## src/rtl/mux_full_parallel_sel.sv

```systemverilog
// -----------------------------------------------------------------------------
// mux_full_parallel_sel
//
// Purpose:
//   Generic full-parallel N-to-1 data multiplexer for the MMU read path.
//   One block covers the 4-, 8- and 16-input variants, chosen by SEL_WIDTH.
//   O is a zero-latency combinational selection. oQ is the same value
//   registered once, for pipelined consumers.
//
// Parameters:
//   SIZE       data width in bits (first positional parameter)
//   SEL_WIDTH  select width: 2 -> I0..I3, 3 -> I0..I7, 4 -> I0..I15
//
// Ports:
//   iClock   in   1          rising edge clocks oQ only
//   iReset   in   1          asynchronous active-low reset of oQ only
//   Sel      in   SEL_WIDTH  input index select
//   I0..I15  in   SIZE       data inputs; inputs above 2**SEL_WIDTH-1 ignored
//   O        out  SIZE       combinational selected data
//   oQ       out  SIZE       O delayed by one iClock cycle, zero in reset
// -----------------------------------------------------------------------------
module mux_full_parallel_sel #(
  parameter int SIZE      = 8,
  parameter int SEL_WIDTH = 4
) (
  input  logic                 iClock,
  input  logic                 iReset,
  input  logic [SEL_WIDTH-1:0] Sel,
  input  logic [SIZE-1:0]      I0,
  input  logic [SIZE-1:0]      I1,
  input  logic [SIZE-1:0]      I2,
  input  logic [SIZE-1:0]      I3,
  input  logic [SIZE-1:0]      I4,
  input  logic [SIZE-1:0]      I5,
  input  logic [SIZE-1:0]      I6,
  input  logic [SIZE-1:0]      I7,
  input  logic [SIZE-1:0]      I8,
  input  logic [SIZE-1:0]      I9,
  input  logic [SIZE-1:0]      I10,
  input  logic [SIZE-1:0]      I11,
  input  logic [SIZE-1:0]      I12,
  input  logic [SIZE-1:0]      I13,
  input  logic [SIZE-1:0]      I14,
  input  logic [SIZE-1:0]      I15,
  output logic [SIZE-1:0]      O,
  output logic [SIZE-1:0]      oQ
);

  // Selected data, produced by exactly one of the generate branches below.
  logic [SIZE-1:0] o_s;
  // One-cycle delayed copy of o_s.
  logic [SIZE-1:0] q_r;

  // Each select width gets its own case so the items match the width of Sel
  // exactly. Every Sel code has an item, so the default is only taken for
  // X/Z select values and no latch can form.
  generate
    if (SEL_WIDTH == 2) begin : g_sel2

      // Inputs I4..I15 are ports only; they are folded here so they are
      // visibly consumed without reaching the output.
      logic unused_inactive_s;
      assign unused_inactive_s = ^{I4, I5, I6, I7, I8, I9, I10, I11,
                                   I12, I13, I14, I15};

      // 4-input parallel selection.
      always_comb begin
        o_s = {SIZE{1'b0}};
        case (Sel)
          2'd0:    o_s = I0;
          2'd1:    o_s = I1;
          2'd2:    o_s = I2;
          2'd3:    o_s = I3;
          default: o_s = {SIZE{1'b0}};
        endcase
      end

    end else if (SEL_WIDTH == 3) begin : g_sel3

      // Inputs I8..I15 are ports only and never reach the output.
      logic unused_inactive_s;
      assign unused_inactive_s = ^{I8, I9, I10, I11, I12, I13, I14, I15};

      // 8-input parallel selection.
      always_comb begin
        o_s = {SIZE{1'b0}};
        case (Sel)
          3'd0:    o_s = I0;
          3'd1:    o_s = I1;
          3'd2:    o_s = I2;
          3'd3:    o_s = I3;
          3'd4:    o_s = I4;
          3'd5:    o_s = I5;
          3'd6:    o_s = I6;
          3'd7:    o_s = I7;
          default: o_s = {SIZE{1'b0}};
        endcase
      end

    end else begin : g_sel4

      // 16-input parallel selection (SEL_WIDTH == 4, the only other legal
      // value).
      always_comb begin
        o_s = {SIZE{1'b0}};
        case (Sel)
          4'd0:    o_s = I0;
          4'd1:    o_s = I1;
          4'd2:    o_s = I2;
          4'd3:    o_s = I3;
          4'd4:    o_s = I4;
          4'd5:    o_s = I5;
          4'd6:    o_s = I6;
          4'd7:    o_s = I7;
          4'd8:    o_s = I8;
          4'd9:    o_s = I9;
          4'd10:   o_s = I10;
          4'd11:   o_s = I11;
          4'd12:   o_s = I12;
          4'd13:   o_s = I13;
          4'd14:   o_s = I14;
          4'd15:   o_s = I15;
          default: o_s = {SIZE{1'b0}};
        endcase
      end

    end
  endgenerate

  // Pipelined copy of the selection; cleared asynchronously while iReset is low.
  always_ff @(posedge iClock or negedge iReset) begin
    if (!iReset) begin
      q_r <= {SIZE{1'b0}};
    end else begin
      q_r <= o_s;
    end
  end

  // O bypasses the register entirely, so it stays valid during reset.
  assign O  = o_s;
  assign oQ = q_r;

endmodule : mux_full_parallel_sel

```

## config.mk

```make
export PLATFORM = sky130hd
export DESIGN_NAME = mux_full_parallel_sel
export DESIGN_NICKNAME = d
export VERILOG_FILES = /design/src/rtl/mux_full_parallel_sel.sv
export SDC_FILE = /design/constraint.sdc
export NUM_CORES = 1
export LEC_CHECK = 0
export ABC_AREA = 1
export CAP_MARGIN = 40
export CORE_AREA = 2 2 74 76
export CTS_CLUSTER_DIAMETER = 200
export DETAILED_ROUTE_END_ITERATION = 6
export DIE_AREA = 0 0 76 78
export GPL_ROUTABILITY_DRIVEN = 0
export GPL_TIMING_DRIVEN = 1
export PLACE_DENSITY = 0.8
export SKIP_LAST_GASP = 1
export SLEW_MARGIN = 20
export SYNTH_ARGS = -nofsm -noshare
export SYNTH_HDL_FRONTEND = slang
export SYNTH_SLANG_ARGS = --single-unit
```

## constraint.sdc

```tcl
create_clock -name iClock -period 1.5 [get_ports iClock]
set_clock_uncertainty 0.15 [all_clocks]
set_input_delay 0.225 -clock iClock [delete_from_list [all_inputs] [get_ports iClock]]
set_output_delay 0.225 -clock iClock [all_outputs]
set_load 0.005 [all_outputs]
```

# Word-level counts from Yosys, hierarchy flattened
# Index checks and enable logic that the tools add are counted.
# W data, S select, Z words.
dict set report totals {
  wordCells 18
  output_inout_bits 16
  register_bits 8
}
dict set report op_classes {
  n_reduce_logical 1
  n_mux 1
  eq_ne 15
}
# operator count
set op_table {}
lappend op_table {{$pmux W8 S16} 1}
lappend op_table {{$eq A4 B4 Y1 const B} 8}
lappend op_table {{$eq A4 B3 Y1 const B} 4}
lappend op_table {{$eq A4 B2 Y1 const B} 2}
lappend op_table {{$eq A4 B1 Y1 const B} 1}
lappend op_table {{$logic_not A4 Y1} 1}

# Logic depth before layout (Yosys ltp)
dict set report logic_depth {
  word_depth 2
  mapped_depth 9
  ltp_nobuf 8
}

# Worst setup path after synthesis
# No wires, ideal clock.
dict set report synth_path {
  path_type {input-to-output}
  start {input port Sel[2]}
  end {output port O[4]}
  n_path_buf 1
  slack_ns 0.077
  arrival_ns 1.048
  path_stages 8
  cell_sequence {nor2_1 -> buf_2 -> nand3_1 -> nand2_1 -> clkinv_1 -> nand2_1 -> nor2_1 -> nand3_1}
}
dict set report synth_between {
  elab_chain_len 2
}
# element line
set synth_lines {}
lappend synth_lines {{start: declaration} 28} ;# input logic [SEL_WIDTH-1:0] Sel,
lappend synth_lines {{$eq A4 B4 Y1, or another cell as far along} 106} ;# case (Sel)
lappend synth_lines {{$pmux W8 S16 *} 106}
lappend synth_lines {{end: declaration} 45} ;# output logic [SIZE-1:0] O,
# Every way passes the cells marked *; elsewhere a longest branch is shown, timed or not.

# Final worst setup path
dict set report layout_path {
  start {input port Sel[2]}
  end {output port O[6]}
}
# Same word-level chain as after synthesis.

==> impl_metrics.yaml <==
run_status:
  status: "finished with violations"
  violations: "setup timing"
sta:
  max_freq_mhz: 565
  slew_viol_final: 0
  final_hold_viol_count: 0
  rsz0062_at_grt: "yes"
  fin_crit_sh: 1.18
  min_period_ns: 1.77
  setup_viol: 8
  hold_ws_ns: 0.120
  setup_ws_ns: -0.271
  relSlewSlack: 0.760
  worst_pin_slew_ns: 0.359
  setup_tns_ns: -1.99
yosys:
  synth_cell_types: 12
  ys_seq_area_frac: 0.135
  yosys_warnings: 0
  synth-seq-cells: 8
  syn_inst: 300
  synth_area_um2: 1480
  syn-num-nets: 434
  avgSynthCellArea_um2: 4.93
global_route:
  grtUsageMet1: 0.323
  grt_pass1_vias: 2717
  grt_antenna_before_repair: 0
  grt_max_degree: 21
  grt_first_pass_wirelength_um: 13000
  grt_use_met2: 0.511
  track_usage: 0.270
  overflow: 0
  grt_use_met3: 0.0372
  gr-max-usage-layer: "met2"
floorplanning:
  std_cell_rows: 26
  dieArea_um2: 5930
  start_util: 0.293
  die_width_um: 76
  io_pins: 150
  die_h_um: 78
  core_area_um2: 5040
finish:
  final_common_cell: "clkdlybuf4s50_1"
  layout_common_cells: "137 x clkdlybuf4s50_1, 98 x nand2_1, 74 x nand3_1, 30 x nand3_2, 23 x buf_6"
  area_delta_synth_final_pct: 159
  antenna_cells: 0
  layout.nets: 621
  largest_reg_flops: 8
  drive_above_1_share: 0.280
routing:
  wl_per_cell_um: 15.3
  dr.pass1.iters: 5
  drtIter0Drc: 112
  ant_nets: 0
  viasPerCell: 4.90
  drc: 0
  num_vias: 2721
  routed_wl_um: 8510
setup_path:
  worst-setup-path-type: "primary input to output pin"
  crit_fanout: 5
  path_depth: 12
  cp.required_ns: 1.12
  cp-start-kind: "primary input"
  critPathMaxStageDelay_ns: 0.20
  critical_path.top_delay_family: "buffers and inverters"
  critical_path_arrival_ns: 1.40
  crit_path_end_kind: "output pin"
  critPathSlowestCell: "nor2_4"
  path_cells: "buf_8 > buf_6 > nor2_4 > buf_6 > buf_6 > nand3_2 > nand2_2 > nor2_2 > nand2_1 > inv_1 > nand3_2 > buf_2"
  path_buf_inv: 6
  cpMostUsedCell: "buf_6"
pwr:
  power_density_nw_per_um2: 399
  finalPower_mw: 1.52
  leakage_nw: 1.80
  peakVddDrop_v: 0.000362
clock_network:
  numClockSinks: 8
  cts_buffers: 3
  cts.htree.levels: 1
  cts-root-buf: "clkbuf_8"
  cts_tree: "yes"
  ctsHoldBuffers: 0
  clk_pin_slew_ns: 0.04
  cts.path.max_buffers: 2
run:
  drv_cap: 0
placement:
  dp_hpwl_um: 5730
  portBuffers: 149
hold_path:
  min_path_type: "primary input to asynchronous set/reset pin"
-- metal layers --
| metal | vias to the layer above | wire (um) | part of all wire |
|---|---|---|---|
| met4 | 0 | 100 | 0.012 |
| li1 | 1338 | - | - |
| met1 | 1238 | 3240 | 0.38 |
| met2 | 136 | 4510 | 0.53 |
| met3 | 9 | 655 | 0.077 |
| met5 | - | 0 | 0 |
-- timing repair --
item | CTS | global route
gates cloned | 6 | 0
gates resized for setup | 111 | 44
setup buffers | 19 | 7
pin swaps | 41 | 41
endpoints found under the setup margin | 16 | 8
-- power breakdown --
group          internal (mW)  switching, mW  leakage, nW
clock                  0.174         0.0893       0.0216
sequential             0.251        0.00828       0.0974
combinational          0.623          0.379         1.68
total                   1.05          0.477         1.80
-- kinds of logic (layout without fill, tap and decap cells) --
kind of cell	after synthesis	count (layout)	share of synthesized area
buf+inv	45	230	0.130
flops	8	8	0.135
simple gates	247	247	0.735
-- synth_stat cells --
cell	number	area, um^2
inv_1	21	78.8
nor2_2	8	50.1
nand2_2	1	6.26
buf_4	2	15.0
inv_2	8	30.0
buf_2	12	60.1
nor3_2	1	10.0
dfrtp_1	8	200
nand2_1	107	402
clkinv_1	2	7.51
nor2_1	26	97.6
nand3_1	104	521
-- stage by stage --
stage	std cells	setup WS, ns	util	area [um^2]
3_5_place_dp	529	-1.06	0.640	3230
5_1_grt	555	-0.362	0.758	3820
3_3_place_gp	529	-1.02	0.640	3230
4_1_cts	554	-0.292	0.736	3710
2_1_floorplan	300	0.0769	-	1480
6_report	555	-0.271	0.758	3820
-- worst paths after layout --
path	start	endpoint	slack, ns
max in group asynchronous	iReset	oQ[0]$_DFF_PN0_	0.82
worst max-delay path	Sel[2]	O[6]	-0.27
min in group iClock	I0[3]	oQ[3]$_DFF_PN0_	0.45
worst min-delay path	iReset	oQ[5]$_DFF_PN0_	0.12
-- layout make-up --
| class | count | area [um^2] |
|---|---|---|
| Multi-Input combinational cell | 247 | 1340 |
| Inverter | 31 | 119 |
| Tap cell | 70 | 87.6 |
| Clock buffer | 3 | 41.3 |
| Fill cell | 387 | 1220 |
| Sequential cell | 8 | 200 |
| Timing Repair Buffer | 196 | 2040 |
Power figures use the tool's default switching activity.
